[src/rtl/mem_bist.sv]
// -----------------------------------------------------------------------------
// mem_bist
//
// Built-in self test for a single-port word memory with a valid/ready request
// interface. A run writes the pattern P(a) = a ^ SEED to every address, then
// reads every address back and compares it with the same pattern. Mismatches
// are counted (saturating), and the address of the first mismatch is kept.
//
// Build option:
//   MEM_BIST_INV_PASS_EN  when defined, two further phases follow the first
//                         read pass: write ~P(a) everywhere, then read back
//                         and compare against ~P(a).
//
// Ports:
//   clk_i        rising-edge clock for all logic
//   rst_i        synchronous, active-low reset
//   start_i      begins a run when sampled high in IDLE or DONE
//   busy_o       a run is in progress
//   done_o       run finished; held until the next start or reset
//   pass_o       run result, meaningful while done_o is high
//   err_count_o  saturating count of read mismatches
//   fail_addr_o  address of the first mismatch
//   addr_o       memory request address
//   wdata_o      memory write data
//   wr_rd_o      1 = write request, 0 = read request
//   valid_o      memory request valid
//   ready_i      memory accepts the request (read data valid the same cycle)
//   rdata_i      memory read data
// -----------------------------------------------------------------------------
module mem_bist #(
    parameter int              WIDTH      = 16,
    parameter int              DEPTH      = 64,
    parameter int              ADDR_WIDTH = $clog2(DEPTH),
    parameter logic [WIDTH-1:0] SEED      = WIDTH'(16'hA5A5)
) (
    input  logic                  clk_i,
    input  logic                  rst_i,
    input  logic                  start_i,
    output logic                  busy_o,
    output logic                  done_o,
    output logic                  pass_o,
    output logic [ADDR_WIDTH+1:0] err_count_o,
    output logic [ADDR_WIDTH-1:0] fail_addr_o,
    output logic [ADDR_WIDTH-1:0] addr_o,
    output logic [WIDTH-1:0]      wdata_o,
    output logic                  wr_rd_o,
    output logic                  valid_o,
    input  logic                  ready_i,
    input  logic [WIDTH-1:0]      rdata_i
);

`ifdef MEM_BIST_INV_PASS_EN
    typedef enum logic [2:0] {IDLE, WR0, RD0, WR1, RD1, DONE} state_t;
`else
    typedef enum logic [2:0] {IDLE, WR0, RD0, DONE} state_t;
`endif

    localparam logic [ADDR_WIDTH-1:0] LAST_ADDR = ADDR_WIDTH'(DEPTH - 1);
    // Wide enough to zero-extend the address to the data width even if the
    // address happens to be the wider of the two.
    localparam int EXT_WIDTH = (WIDTH > ADDR_WIDTH) ? WIDTH : ADDR_WIDTH;

    state_t                  state_q, state_d;
    logic [ADDR_WIDTH-1:0]   addr_q, addr_d;
    logic [ADDR_WIDTH+1:0]   err_count_q;
    logic [ADDR_WIDTH-1:0]   fail_addr_q;
    logic                    pass_q;

    logic [EXT_WIDTH-1:0]    addr_ext;
    logic [WIDTH-1:0]        pattern;
    logic [WIDTH-1:0]        rd_expect;
    logic                    handshake;
    logic                    rd_phase;
    logic                    final_read;
    logic                    last_read;
    logic                    mismatch;
    logic                    start_accept;
    logic                    addr_last;

    assign addr_ext = EXT_WIDTH'(addr_q);
    assign pattern  = addr_ext[WIDTH-1:0] ^ SEED;
    assign addr_last = (addr_q == LAST_ADDR);

    // Read-compare bookkeeping. The final read phase is the one whose last
    // handshake ends the run; the inverse phase compares against ~P(a).
`ifdef MEM_BIST_INV_PASS_EN
    assign rd_phase   = (state_q == RD0) || (state_q == RD1);
    assign final_read = (state_q == RD1);
    assign rd_expect  = (state_q == RD1) ? ~pattern : pattern;
`else
    assign rd_phase   = (state_q == RD0);
    assign final_read = (state_q == RD0);
    assign rd_expect  = pattern;
`endif

    assign handshake    = valid_o && ready_i;
    assign mismatch     = handshake && rd_phase && (rdata_i != rd_expect);
    assign last_read    = handshake && final_read && addr_last;
    assign start_accept = start_i && ((state_q == IDLE) || (state_q == DONE));

    // State, address and result registers. A start clears the results of
    // the previous run; otherwise mismatches update the counter and the
    // first-failure address, and the last read latches the verdict.
    always_ff @(posedge clk_i) begin
        if (!rst_i) begin
            state_q     <= IDLE;
            addr_q      <= '0;
            err_count_q <= '0;
            fail_addr_q <= '0;
            pass_q      <= 1'b0;
        end else begin
            state_q <= state_d;
            addr_q  <= addr_d;
            if (start_accept) begin
                err_count_q <= '0;
                fail_addr_q <= '0;
                pass_q      <= 1'b0;
            end else begin
                if (mismatch) begin
                    if (err_count_q != '1) begin
                        err_count_q <= err_count_q + 1'b1;
                    end
                    if (err_count_q == '0) begin
                        fail_addr_q <= addr_q;
                    end
                end
                // The final compare has not reached the counter yet, so it
                // is folded in here directly.
                if (last_read) begin
                    pass_q <= (err_count_q == '0) && !mismatch;
                end
            end
        end
    end

    // Next-state and request outputs. The address only moves on a
    // handshake, so requests stay stable while the memory stalls, and the
    // address returns to 0 at every phase boundary.
    always_comb begin
        state_d = state_q;
        addr_d  = addr_q;
        valid_o = 1'b0;
        wr_rd_o = 1'b0;
        wdata_o = '0;
        busy_o  = 1'b0;
        done_o  = 1'b0;
        case (state_q)
            IDLE, DONE: begin
                done_o = (state_q == DONE);
                if (start_i) begin
                    state_d = WR0;
                    addr_d  = '0;
                end
            end
            WR0: begin
                valid_o = 1'b1;
                wr_rd_o = 1'b1;
                wdata_o = pattern;
                busy_o  = 1'b1;
                if (ready_i) begin
                    if (addr_last) begin
                        state_d = RD0;
                        addr_d  = '0;
                    end else begin
                        addr_d = addr_q + 1'b1;
                    end
                end
            end
            RD0: begin
                valid_o = 1'b1;
                busy_o  = 1'b1;
                if (ready_i) begin
                    if (addr_last) begin
`ifdef MEM_BIST_INV_PASS_EN
                        state_d = WR1;
`else
                        state_d = DONE;
`endif
                        addr_d  = '0;
                    end else begin
                        addr_d = addr_q + 1'b1;
                    end
                end
            end
`ifdef MEM_BIST_INV_PASS_EN
            WR1: begin
                valid_o = 1'b1;
                wr_rd_o = 1'b1;
                wdata_o = ~pattern;
                busy_o  = 1'b1;
                if (ready_i) begin
                    if (addr_last) begin
                        state_d = RD1;
                        addr_d  = '0;
                    end else begin
                        addr_d = addr_q + 1'b1;
                    end
                end
            end
            RD1: begin
                valid_o = 1'b1;
                busy_o  = 1'b1;
                if (ready_i) begin
                    if (addr_last) begin
                        state_d = DONE;
                        addr_d  = '0;
                    end else begin
                        addr_d = addr_q + 1'b1;
                    end
                end
            end
`endif
            default: begin
                state_d = IDLE;
                addr_d  = '0;
            end
        endcase
    end

    assign addr_o      = addr_q;
    assign err_count_o = err_count_q;
    assign fail_addr_o = fail_addr_q;
    assign pass_o      = pass_q;

endmodule

[config.mk]
export PLATFORM = sky130hd
export DESIGN_NAME = mem_bist
export DESIGN_NICKNAME = d
export VERILOG_FILES = /design/src/rtl/mem_bist.sv
export SDC_FILE = /design/constraint.sdc
export NUM_CORES = 1
export LEC_CHECK = 0
export ABC_AREA = 0
export BUFFER_PORTS_ARGS = -buffer_cell sky130_fd_sc_hd__buf_2
export CORE_MARGIN = 2
export CORE_UTILIZATION = 44
export CTS_BUF_LIST = sky130_fd_sc_hd__clkbuf_2
export DETAILED_ROUTE_END_ITERATION = 10
export GPL_TIMING_DRIVEN = 0
export PLACE_DENSITY = 0.77
export SYNTH_ARGS = -nofsm -noshare
export SYNTH_HDL_FRONTEND = slang
export SYNTH_SLANG_ARGS = --single-unit
[constraint.sdc]
create_clock -name clk_i -period 1.97 [get_ports clk_i]
set_clock_uncertainty 0.15 [all_clocks]
set_input_delay 0.2955 -clock clk_i [delete_from_list [all_inputs] [get_ports clk_i]]
set_output_delay 0.2955 -clock clk_i [all_outputs]
set_load 0.1 [all_outputs]
Word level (Yosys, flattened, before mapping) --
Index checks and enable logic that the tools add are counted.
Storage, ports and cells: word-level logic and storage cells 52, input port bits 20, output and inout bits 41, register bits 24
Operators by class: add/sub/neg operators 2, bitwise gates (word level) 2, muxes and demuxes 14, equal/unequal tests 12, reduce and logical (&&, ||, !) cells 17
Operator list (number):
- 6-bit 2-to-1 mux | 3
- 16-bit 2-to-1 mux | 1
- 16-bit != test | 1
- 3-bit 2-to-1 mux | 5
- 6-bit case mux with 2 select lines | 1
- 3-bit case mux with 3 select lines | 1
- 8-bit by 1-bit adder with 8-bit output, second input constant | 1
- 8-bit zero test | 1
- 2-bit != test, second input constant | 4
- 8-bit != test, second input constant | 1
- 3-bit NOT with 8-bit output | 1
- 6-bit by 1-bit adder with 6-bit output, second input constant | 1
- 3-bit by 2-bit == test with 1-bit output, second input constant | 2
- 6-bit == test, second input constant | 1
- 1-bit logical AND | 6
- 2-bit AND reduction | 3
- 2-bit OR reduction | 3
- 5-bit AND reduction | 1
- 2-bit by 1-bit != test with 1-bit output, second input constant | 2
- 3-bit by 1-bit == test with 1-bit output, second input constant | 1
- 3-bit zero test | 1
- 1-bit 2-to-1 mux | 3
- 1-bit zero test | 1
- 1-bit logical OR | 1
- 1-bit NOT | 1

Logic depth before layout (Yosys ltp) --
word-level depth 8, mapped depth 8, depth with buffers taken out 7

Worst setup path before layout --
No wires, ideal clock.
kind register to output, start point register state_q[0], end point output wdata_o[0], arrival time 2.786 ns, path buffers 0, cell stages (with the launch flop) 3, slack -1.261 ns, required time 1.525 ns, cells stage by stage dfxtp_1 > ha_1 > nor2b_1
On the way: word-level cells in the longest chain between the ends 2
Ends and longest elaborated chain:
- from (decl) | line 63 | state_t state_q, state_d;
- from (signal assigned) | line 112 | state_q <= state_d;
- 3-bit by 1-bit == test with 1-bit output | line 147 | case (state_q)
- 16-bit 2-to-1 mux | line 147
- to (decl) | line 45 | output logic [WIDTH-1:0] wdata_o,
No other way between the ends.

Worst setup path in the final report --
start point register err_count_q[0] (netlist: err_count_o[0]), end point register err_count_q[4] (netlist: err_count_o[4])
On the way: word-level cells in the longest chain between the ends 2, elaborated cells between the ends (all ways) 3, those cells by class 1 x add/sub; 1 x eq/ne; 1 x reduce/logical
Ends and longest elaborated chain:
- from (decl) | line 65 | logic [ADDR_WIDTH+1:0] err_count_q;
- from (signal assigned) | line 121 | err_count_q <= err_count_q + 1'b1;
- branches (longest 2 deep; another with 8-bit by 1-bit adder with 8-bit output)
Several ways; the timed one is not identified. A chain may end at the register's enable or synchronous reset.

==> flow_summary.ini <==
[clocking]
cts_hold_buffers = 0
root_buffer = clkbuf_2
clk_latency_ps = 320
clk_pin_slew_worst_paths_ps = 200
cts_tree = done
cts.sinks = 23
cts_buffers = 3
clock_path_buffers = 2
htree_levels = 1

[drt]
ant_nets = 0
post_drt_wl_per_cell_um = 13.8
drt_iter0_markers = 54
wirelength_mm = 4.06
avgViaCountPerCell = 5.20
route.detailed.drc = 0
num_vias = 1535
dr.pass1.iters = 4

[finish]
design_area_um2 = 2300
fin_cells = 295
drive_above_1_share = 0.582
area_delta_synth_final_pct = 58.5
final_cell_mix = 41 x buf_2, 31 x buf_4, 11 x nor2_1, 11 x dfxtp_2, 10 x buf_6
final_net_count = 278
final_common_cell = buf_2
fillers = 253
insertedDiodeCount = 0

[grt]
grt_max_degree = 15
grt_pass1_wl_mm = 6.00
grt_pass1_vias = 1344
antenna_found_initial = 0
grt_util_all_layers = 0.209
grt_overflow = 0

[placed_design]
dp_cells = 271
placed_cell_area_um2 = 1910
numPortBuffers = 55
gp_congestion = 0.829
hpwl_mm = 2.57

[status]
status = finished with violations
violations = setup timing

[sta]
final_hold_viol_count = 0
period_needed_ps = 2060
max_freq_ghz = 0.485
fin_crit_sh = 1.05
final_max_slew_viol_count = 0
tns_ps = -207
hold_ws_ps = 107
fin_ws_ps = -92.5
setup_viol = 8
grt_setup_unrepaired = yes

[worst_setup_path]
rrSetupSlack_ps = -90
critPathCaptureType = register
cpLargestDelayFamily = simple AND/OR/NAND/NOR gates
cp_slowest_cell = or4_1
path_buf_inv = 0
worstPathMaxFanout = 5
max_stage_delay_ps = 520
path_cells = ha_1, and3_1, and3_2, and2_4, or4_1, a21oi_2
cp.arrival_ps = 2190
crit_path_start_kind = register
required_ps = 2100
crit_type = reg2reg

[floorplan]
die_area_um2 = 3770
fp.dieH_um = 61.4
initial_core_util = 0.468
core_area_um2 = 3100
num_io_pins = 61
die_w_um = 61.4
num_rows = 20

[yosys]
yosysWarnings = 0
postSynthAreaPerCell_um2 = 8.64
synth_xor_area_frac = 0.0483
yosys.area_share.simple = 0.291
async_reset_ff_frac = 0
netlist.area_leader.share = 0.317
netlist-cell-type-count = 44
synthAdderAreaFrac = 0.0517
synth-compound-area-share = 0.140
ys_top_cells_by_area = dfxtp_1 32%, mux2i_1 6.2%, buf_4 5.7%, ha_1 5.2%, a21oi_1 4.1%
seq_area_frac_synth = 0.317
synth_area_um2 = 1450
synth_ff_type = dfxtp_1
synthMuxAreaShare = 0.0621
synth_edf_count = 0
synth-seq-cells = 23
synth_cells = 168
synth_top_family_by_area = simple AND/OR/NAND/NOR gates
synth_largest_area_cell = dfxtp_1

[power]
p_per_area_nw_per_um2 = 1250
ir_drop_mv = 1.73
p_leak_nw = 1.10

[min_path]
min_path_type = in2reg

[run]
cap_violations = 0
==> registers in the layout, indices dropped and copies added, names as in the netlist <==
register / cells
fail_addr_o: 6
state_q: 2
pass_o: 1
addr_o: 6
err_count_o: 8
==> synth_stat cells, types with 3 or more instances <==
| master | number |
|---|---|
| nand4_1 | 4 |
| mux2i_1 | 9 |
| xor2_1 | 4 |
| dfxtp_1 | 23 |
| and2_1 | 6 |
| a21oi_1 | 12 |
| buf_2 | 3 |
| inv_1 | 7 |
| nor2_1 | 12 |
| xnor2_1 | 4 |
| nand3_1 | 9 |
| ha_1 | 6 |
| nand2_1 | 7 |
| and3_1 | 5 |
| o21ai_0 | 7 |
| nor2b_1 | 5 |
| buf_4 | 11 |
==> metrics by stage <==
| step | power (mW) | util | setup slack [ps] |
|---|---|---|---|
| after floorplan | 1.98 | - | -122 |
| after global placement | 2.17 | 0.615 | -190 |
| after detailed placement | 2.18 | 0.615 | -210 |
| after CTS | 2.62 | 0.687 | -104 |
| after global routing | 2.98 | 0.742 | -179 |
| final | 2.87 | 0.742 | -92.5 |
==> metal layers <==
layer	track usage	routed length, um	share of wire
met1	0.262	1770	0.44
met2	0.381	2070	0.51
met3	0.0441	215	0.053
met4	0.0243	7	0.0017
met5	0	0	0
==> worst register-to-register path: cells and delay by family (launching register included) <==
kind,cells,cell delay [ps]
and+or+nand+nor,4,1100
AOI/OAI and AO/OA,1,120
adders and majority gates,1,230
DFF,1,400
==> what timing repair did <==
action / CTS / global route
pin swaps: 14 / 10
buffers inserted: 14 / 8
gates resized for setup: 27 / 36
setup endpoints to repair: 30 / 31
==> path summary, 6_finish.rpt <==
path	cells past startpoint	endpoint	startpoint
max	6	err_count_o[4]	err_count_o[0]
min	3	err_count_o[4]	rst_i
max reg2reg	6	err_count_o[4]	err_count_o[0]
min reg2reg	2	pass_o	pass_o
==> area by class of cell <==
| type | count | area (um^2) | area share |
|---|---|---|---|
| Inverter | 7 | 30.0 | 0.0131 |
| Buffer | 14 | 113 | 0.0489 |
| Multi-Input combinational cell | 127 | 1030 | 0.446 |
| Sequential cell | 23 | 493 | 0.214 |
| Clock buffer | 4 | 20.0 | 0.00870 |
| Tap cell | 44 | 55.1 | 0.0239 |
| Timing Repair Buffer | 76 | 564 | 0.245 |
==> cells by family (layout without fill, tap and decap cells) <==
kind of cell / count (synthesis) / after routing
DFF: 23 / 23
adders and majority gates: 6 / 6
buffers and inverters: 22 / 101
other: 1 / 5
AOI/OAI and AO/OA: 30 / 30
and+or+nand+nor: 69 / 69
muxes: 9 / 9
xor gates and xnor gates: 8 / 8
==> report_power, final <==
part | internal, mW | switching [mW] | total, mW
clock | 0.0537 | 0.134 | 0.188
combinational | 0.743 | 1.41 | 2.16
sequential | 0.495 | 0.0265 | 0.521
total | 1.29 | 1.57 | 2.87
Power figures use the tool's default switching activity.
